### config.mk
export PLATFORM = sky130hd
export DESIGN_NAME = report_reader
export DESIGN_NICKNAME = d
export VERILOG_FILES = /design/src/rtl/report_reader.sv
export SDC_FILE = /design/constraint.sdc
export NUM_CORES = 1
export LEC_CHECK = 0
export BUFFER_PORTS_ARGS = -buffer_cell sky130_fd_sc_hd__buf_2
export CORE_MARGIN = 2
export CORE_UTILIZATION = 60
export CTS_CLUSTER_SIZE = 10
export DETAILED_ROUTE_END_ITERATION = 7
export MAX_ROUTING_LAYER = met4
export PLACE_DENSITY_LB_ADDON = 0.2
export RECOVER_POWER = 100
export SYNTH_ARGS = -nofsm -noshare
export SYNTH_HDL_FRONTEND = slang
export SYNTH_SLANG_ARGS = --single-unit
### constraint.sdc
create_clock -name clk -period 2.9 [get_ports clk]
set_input_delay 0 -clock clk [delete_from_list [all_inputs] [get_ports clk]]
set_output_delay 0 -clock clk [all_outputs]
set_load 0.02 [all_outputs]
### src/rtl/report_reader.sv
// Periodically reads a fixed 64-bit report buffer over a simple memory port and
// presents each changed report to a consumer through a valid/ready handshake.
module report_reader #(
  parameter int unsigned POLL_COUNT   = 200000,
  parameter int unsigned RESP_TIMEOUT = 1024,
  parameter logic [31:0] RD_ADDR      = 32'h0005_0000
) (
  input  logic        clk,
  input  logic        rst,
  output logic        bmem_rd_en,
  output logic [31:0] bmem_rd_addr,
  input  logic        bmem_resp,
  input  logic [63:0] bmem_rd_data,
  output logic [63:0] report_o,
  output logic        report_valid,
  input  logic        report_ready,
  output logic        timeout_err
);

  localparam int unsigned POLL_W = 18;
  localparam int unsigned WAIT_W = 10;
  localparam int unsigned DATA_W = 64;
  localparam int unsigned ADDR_W = 32;

  localparam logic [POLL_W-1:0] POLL_LAST = POLL_W'(POLL_COUNT - 1);
  localparam logic [WAIT_W-1:0] WAIT_LAST = WAIT_W'(RESP_TIMEOUT - 1);

  typedef enum logic [1:0] {
    IDLE  = 2'd0,
    READ  = 2'd1,
    CHECK = 2'd2,
    HOLD  = 2'd3
  } state_t;

  state_t              state_q, state_d;
  logic [POLL_W-1:0]   poll_cnt_q, poll_cnt_d;
  logic [WAIT_W-1:0]   wait_cnt_q, wait_cnt_d;
  logic [DATA_W-1:0]   rd_buf_q, rd_buf_d;
  logic [DATA_W-1:0]   last_report_q, last_report_d;
  logic                seen_q, seen_d;
  logic                rd_en_d;
  logic [ADDR_W-1:0]   rd_addr_d;
  logic                valid_d;
  logic                timeout_d;
  logic                poll_tick;

  // Free-running poll timebase; runs regardless of FSM state so ticks seen
  // outside IDLE are simply lost.
  assign poll_tick  = (poll_cnt_q == POLL_LAST);
  assign poll_cnt_d = poll_tick ? '0 : poll_cnt_q + POLL_W'(1);

  always_ff @(posedge clk) begin
    if (rst) begin
      state_q       <= IDLE;
      poll_cnt_q    <= '0;
      wait_cnt_q    <= '0;
      rd_buf_q      <= '0;
      last_report_q <= '0;
      seen_q        <= 1'b0;
      bmem_rd_en    <= 1'b0;
      bmem_rd_addr  <= '0;
      report_valid  <= 1'b0;
      timeout_err   <= 1'b0;
    end else begin
      state_q       <= state_d;
      poll_cnt_q    <= poll_cnt_d;
      wait_cnt_q    <= wait_cnt_d;
      rd_buf_q      <= rd_buf_d;
      last_report_q <= last_report_d;
      seen_q        <= seen_d;
      bmem_rd_en    <= rd_en_d;
      bmem_rd_addr  <= rd_addr_d;
      report_valid  <= valid_d;
      timeout_err   <= timeout_d;
    end
  end

  // Next-state logic; outputs are decoded from the next state so the
  // registered copies line up exactly with the state they describe.
  always_comb begin
    state_d       = state_q;
    wait_cnt_d    = wait_cnt_q;
    rd_buf_d      = rd_buf_q;
    last_report_d = last_report_q;
    seen_d        = seen_q;
    timeout_d     = 1'b0;

    case (state_q)
      IDLE: begin
        if (poll_tick) begin
          state_d    = READ;
          wait_cnt_d = '0;
        end
      end
      READ: begin
        // A response arriving in the final wait cycle still wins.
        if (bmem_resp) begin
          rd_buf_d = bmem_rd_data;
          state_d  = CHECK;
        end else if (wait_cnt_q == WAIT_LAST) begin
          state_d   = IDLE;
          timeout_d = 1'b1;
        end else begin
          wait_cnt_d = wait_cnt_q + WAIT_W'(1);
        end
      end
      CHECK: begin
        if (!seen_q || (rd_buf_q != last_report_q)) begin
          last_report_d = rd_buf_q;
          seen_d        = 1'b1;
          state_d       = HOLD;
        end else begin
          state_d = IDLE;
        end
      end
      HOLD: begin
        if (report_ready) begin
          state_d = IDLE;
        end
      end
      default: state_d = IDLE;
    endcase

    rd_en_d   = (state_d == READ);
    rd_addr_d = rd_en_d ? RD_ADDR : '0;
    valid_d   = (state_d == HOLD);
  end

  assign report_o = last_report_q;

endmodule

==> summary.md, run 1 <==
| Metric | Value |
|---|---|
| Total GRT Usage | 0.329 |
| TritonRoute pass-1 iters | 8 |
| Root Buffer | clkbuf_16 |
| Core area | 0.0139 mm^2 |
| TritonCTS clock tree | built |
| Final setup violation count | 0 |
| Setup bufs post-CTS | 0 |
| CTS Hold Bufs | between 60 and 70 |
| Synthesized cell area | 0.00852 mm^2 |
| Die X | roughly 120 um |
| Status | finished, final reports clean |
| Post-synth EDFFs | 0 |
| H-tree Lvls | 4 |
| Initial antenna violation count | 0 |
| Final min period | between 2 and 3 ns |
| Antenna viol nets, final | 0 |
| Crit Path Max Fanout | 40 |
| Max IR drop VDD | 531 uV |
| Commonest cells after routing, fill and taps aside | nand2_1 (210), dfxtp_1 (162), a21oi_1 (69), clkbuf_1 (69), buf_2 (67) |
| CTS sink cnt | 162 |
| First-iteration detailed-routing DRC count | roughly 990 |
| Leakage | approximately 3.4 nW |
| Pwr Density | about 500 mW/mm^2 |
| Die area | ~0.015 mm^2 |
| CP required | approximately 3.2 ns |
| Total gr overflow | 0 |
| Top area cells in the synthesized netlist | dfxtp_1 (38%), nand2_1 (9.3%), a32oi_1 (6.6%) |
| Sequential Power Share | 0.444 |
| Row cnt | between 40 and 50 |
| DR WL/cell | between 15 and 20 um |
| Post-synth top area cell | dfxtp_1 |
| Clock power frac | 0.509 |
| Post-route cell area | 0.0102 mm^2 |
| CP peak stage delay | between 0.5 and 0.6 ns |
| Routed WL | ~25,000 um |
| GPL Wtd Cong | between 0.8 and 0.9 |
| Worst skew pair latency | between 0.4 and 0.5 ns |
| Synth Instances | between 1,000 and 1,500 |
| Psw | approximately 0.0011 W |
| Comb power frac | 0.047 |
| Ys flop type | dfxtp_1 |
| Clock Tree Buf Depth | 2 |
| HPWL Detailed | 14,400 um |
| I/O Buffers | about 140 |
| Number of vias per cell | just over 6 |
| Slowest-stage cell, CP | or2_2 |
| WS Path Type | flip-flop to flip-flop |
| F_max | just under 400 MHz |
| Nets | around 1,300 |
| Die height | 123 um |
| Area Overhead vs Synth | 19.6% |
| Ys Warns | 0 |
| Max-Cap Viols | 0 |
| Commonest non-fill, non-tap cell in the layout | nand2_1 |
| Library cells used by synthesis | 47 |
| WP data arrival | approximately 2.8 ns |
| RSZ-0062 raised after global routing | false |
| Mean Syn Cell Area | around 8 um^2 |
| Worst path cell trace | nand2b_1 -> o2111ai_1 -> a2111oi_2 -> nand4b_1 -> or2_2 -> buf_12 -> o311ai_0 |
| Final hold vios | 0 |
| Worst rel slew slack | 0.0657 |
| Worst path bufs/invs | 1 |
| Crit path launch type | flip-flop |
| Synth async-reset ratio | 0 |
| #FFs+latches synth | 162 |
| Family with the most delay on the worst path | compound AO/OA/AOI/OAI gates |
| CTS buffer count | 17 |
| Sw frac | 0.216 |
| Share of the yosys chip area belonging to registers | 0.381 |
| Placed Area | 0.00896 mm^2 |
| Tightest Hold Check Type | primary input to flip-flop |
| Clock transition at path regs | approximately 0.07 ns |
| Fin. max-slew vios | 0 |
| Int Pwr | around 0.0039 W |
| Vias in the first global route | about 7,400 |
| Ant. Diodes | 0 |
| DR vias | approximately 8,500 |
| Cts repair resizes | 0 |
| Initial Util | 0.614 |
| Io pins | ~170 |
| Largest net degree at the start of global routing | between 100 and 150 |
| Critical Path End Type | flip-flop |
| First-pass GRT wire length | roughly 38,000 um |
| TNS Setup | 0 ns |
| Share of cells above drive strength 1 | 0.0963 |
| Yosys top cell area share | 0.381 |
| Slew @ Worst Pin | around 1.4 ns |
| Drt drc | 0 |
| Final setup skew | 0.00706 ns |
| Crit share post-route | 0.873 |
==> synthesized netlist by cell type, types with 22 or more instances <==
cell	count
dfxtp_1	162
xor2_1	30
nor2_1	36
buf_4	35
nand2_1	211
clkbuf_1	74
nor3b_1	53
a32oi_1	64
a21oi_1	69
o21ai_0	66
xnor2_1	33
o311ai_1	64
nor3_1	22
==> final cells by class <==
cell class | count | area [um^2]
clock buffer | 17 | 425
multi-input combinational | 775 | 4580
clock inverter | 15 | 238
tap | 180 | 225
fill | 1119 | 3700
inverter | 22 | 83.8
timing repair buffer | 213 | 1390
sequential | 162 | 3240
==> power groups by stage <==
stage,logic [W],registers [W],clock network [W]
2_1_floorplan,0.000131,0.00228,0
3_3_place_gp,0.000162,0.00228,0
3_5_place_dp,0.000162,0.00228,0
4_1_cts,0.000230,0.00223,0.00256
5_1_grt,0.000255,0.00223,0.00266
6_report,0.000237,0.00223,0.00256
==> cells by family after synthesis <==
logic type,synth area share
other cells,0.000440
buf+inv,0.0940
fa+ha+maj,0.00294
simple gates,0.223
flops,0.381
xor+xnor,0.0648
mux,0.00118
compound gates,0.233
==> worst register-to-register path, cell delays in order (launching register included) <==
cell,delay (ns)
dfxtp_1,0.38
nand2b_1,0.14
o2111ai_1,0.16
a2111oi_2,0.34
nand4b_1,0.16
or2_2,0.52
buf_12,0.28
o311ai_0,0.42
==> registers in the layout (all words and copies together), names as in the netlist <==
name	flops
state_q	2
bmem_rd_addr	1
wait_cnt_q	10
rd_buf_q	64
report_o	64
seen_q	1
timeout_err	1
report_valid	1
poll_cnt_q	18
==> path summary, 6_finish.rpt <==
| path | start | endpoint | slack (ns) | cells after the start |
|---|---|---|---|---|
| setup / recovery | report_o[9] | report_o[4] | 0.37 | 7 |
| hold reg to reg | rd_buf_q[38] | rd_buf_q[38] | 0.46 | 2 |
| setup reg to reg | report_o[9] | report_o[4] | 0.37 | 7 |
| hold / removal | rst | seen_q | 0.20 | 3 |
==> stage by stage <==
step | hold slack, ns | instances | power (W) | utilization | setup WS, ns
floorplan | 0.136 | 1085 | 0.00241 | - | 0.840
CTS | 0.182 | 1384 | 0.00502 | 0.741 | 0.445
global placement | 0.241 | 1286 | 0.00244 | 0.646 | 0.540
detailed placement | 0.246 | 1286 | 0.00244 | 0.646 | 0.500
global route | 0.197 | 1384 | 0.00515 | 0.734 | 0.146
finish | 0.203 | 1384 | 0.00503 | 0.734 | 0.368
==> layer usage <==
layer	GRT usage	part of all wire	up-vias
met1	0.438	0.44	3961
li1	-	-	4045
met5	-	0	-
met2	0.491	0.45	419
met4	0.105	0.019	0
met3	0.0849	0.089	40
(Power assumes the default switching activity.)
==> run 2, diff against run 1 <==
Settings changed: CORE_UTILIZATION 60 to 56, GPL_TIMING_DRIVEN from default to 0.
Clock period 2.9 ns to 2.55 ns, I/O delays scaled along.
==> run 2 against run 1 <==
Against the previous run: cell count up 8.8%; sequential share of layout area down 1.4 points; global-route usage grew 0.84 points; register-to-register slack lost 0.35 ns; sequential power increased by 14%; clock-buffer cell count up 4; die area rose by 6.9%; hold slack improved by 0.15 ns; worst setup slack worse by 0.35 ns; wire length increased by 10%; critical path depth up 1; via count grew 7.0%; highest routed layer unchanged.
==> summary.md, run 2 (synthesis gave the netlist of run 1 again) <==
| Metric | Value |
|---|---|
| CP required | roughly 2.9 ns |
| Ant. Diodes | 0 |
| Tightest Hold Check Type | primary input to flip-flop |
| H-tree Lvls | 4 |
| Drt drc | 0 |
| Max-Cap Viols | 0 |
| Die X | between 100 and 150 um |
| Largest net degree at the start of global routing | 17 |
| TritonCTS clock tree | built |
| Nets | around 1,400 |
| Final hold slack | 0.349 ns |
| Slew @ Worst Pin | just under 0.9 ns |
| First-iteration detailed-routing DRC count | around 1,300 |
| First-pass GRT wire length | roughly 42,000 um |
| Fin. max-slew vios | 0 |
| Routed WL | roughly 27,000 um |
| Final setup violation count | 0 |
| Psw | around 0.0012 W |
| Row cnt | between 40 and 50 |
| Core area | 0.0150 mm^2 |
| Io pins | ~170 |
| Area Overhead vs Synth | 25.3% |
| Final setup skew | approximately 0.011 ns |
| Clock power frac | 0.467 |
| Fillers | between 1,000 and 1,500 |
| CTS sink cnt | 162 |
| Crit share post-route | 0.992 |
| Sequential Power Share | 0.473 |
| Crit Path Max Fanout | 10 |
| WP data arrival | about 2.8 ns |
| Crit path launch type | flip-flop |
| Commonest non-fill, non-tap cell in the layout | nand2_1 |
| Total GRT Usage | 0.338 |
| DR WL/cell | between 15 and 20 um |
| Status | finished, final reports clean |
| Antenna viol nets, final | 0 |
| Worst rel slew slack | 0.418 |
| Clock transition at path regs | 0.06 ns |
| Commonest cells after routing, fill and taps aside | nand2_1 (211), dfxtp_1 (161), clkbuf_1 (145) |
| Pwr Density | ~500 mW/mm^2 |
| Number of vias per cell | between 6 and 7 |
| HPWL Detailed | between 15,000 and 20,000 um |
| Clock Tree Buf Depth | 2 |
| Critical Path End Type | flip-flop |
| Root Buffer | clkbuf_16 |
| Max IR drop VDD | between 400 and 500 uV |
| Initial Util | 0.567 |
| Int Pwr | slightly above 0.004 W |
| Leakage | approximately 3.6 nW |
| CTS buffer count | 17 |
| Final hold vios | 0 |
| Die height | between 100 and 150 um |
| Initial antenna violation count | 0 |
| Worst skew pair latency | between 0.4 and 0.5 ns |
| WS Path Type | flip-flop to flip-flop |
| DR vias | between 9,000 and 10,000 |
| Sw frac | 0.229 |
| Comb power frac | 0.060 |
| Final min period | between 2 and 3 ns |
| Vias in the first global route | ~8,000 |
| TritonRoute pass-1 iters | 6 |
| Setup bufs post-CTS | 0 |
| GPL Wtd Cong | between 0.9 and 1 |
| Total gr overflow | 0 |
| Die area | between 0.015 and 0.02 mm^2 |
| I/O Buffers | ~140 |
| F_max | around 400 MHz |
| RSZ-0062 raised after global routing | true |
| Share of cells above drive strength 1 | 0.116 |
| Dpl cells | 1,408 |
| Post-Layout Cell Count | approximately 1,500 |
[run 2: cell count changes in the layout (fill, tap and decap cells not counted), sizes merged]
cell | previous run | this run
inv | 21 | 20
clkbuf | 87 | 166
clkinvlp | 2 | 3
bufinv | 6 | 2
buf | 77 | 116
[run 2: layer usage]
metal | GRT usage | vias to the layer above | wire [um]
li1 | - | 4256 | -
met1 | 0.464 | 4170 | 11500
met2 | 0.505 | 565 | 12400
met3 | 0.0632 | 65 | 2820
met4 | 0.107 | 0 | 624
met5 | - | - | 0
[run 2: power groups by stage]
stage | clock network, W | registers, W | logic [W]
after floorplan | 0 | 0.00259 | 0.000148
after global placement | 0 | 0.00259 | 0.000234
final | 0.00251 | 0.00254 | 0.000322
after detailed placement | 0 | 0.00259 | 0.000234
after global routing | 0.00263 | 0.00254 | 0.000343
after CTS | 0.00250 | 0.00254 | 0.000312
[run 2: cell type report]
cell class / count / area, um^2 / area share
repair buffers: 201 / 1250 / 0.117
inverters: 22 / 82.6 / 0.00774
plain buffers: 126 / 709 / 0.0665
flip-flops and latches: 162 / 3240 / 0.304
well taps: 188 / 235 / 0.0221
multi-input cells: 775 / 4580 / 0.430
clock inverters: 11 / 113 / 0.0106
clock buffers: 21 / 450 / 0.0422
[run 2: stage by stage]
stage          instance area [um^2]   util  setup TNS [ns]  power (W)  setup WS [ns]
6_report                      10700  0.710               0    0.00537         0.0212
5_1_grt                       10700  0.710         -0.0183    0.00551        -0.0178
4_1_cts                       10800  0.716               0    0.00535         0.0788
3_5_place_dp                   9540  0.634               0    0.00283         0.0994
3_3_place_gp                   9540  0.634               0    0.00283          0.103
2_1_floorplan                  8630      -               0    0.00274          0.490
[run 2: timing repair]
item / in CTS / in global routing
hold buffers: 66 / 0
resized for setup: 0 / 7
endpoints found under the hold margin: 66 / 0
setup endpoints to repair: 0 / 71
[run 2: final timing paths]
path	from	end	slack, ns	cells past startpoint
max	report_o[0]	report_o[25]	0.02	8
min	bmem_rd_data[62]	rd_buf_q[62]	0.35	4
max reg2reg	report_o[0]	report_o[25]	0.02	8
min reg2reg	rd_buf_q[63]	rd_buf_q[63]	0.46	2
[run 2: critical path, cell delays in order, from the launching register on]
cell,delay (ns)
dfxtp_1,0.35
xnor2_1,0.39
nand4_1,0.15
nor2_1,0.22
nand4_1,0.22
clkbuf_1,0.34
clkbuf_1,0.31
o21ai_0,0.27
o311ai_1,0.14
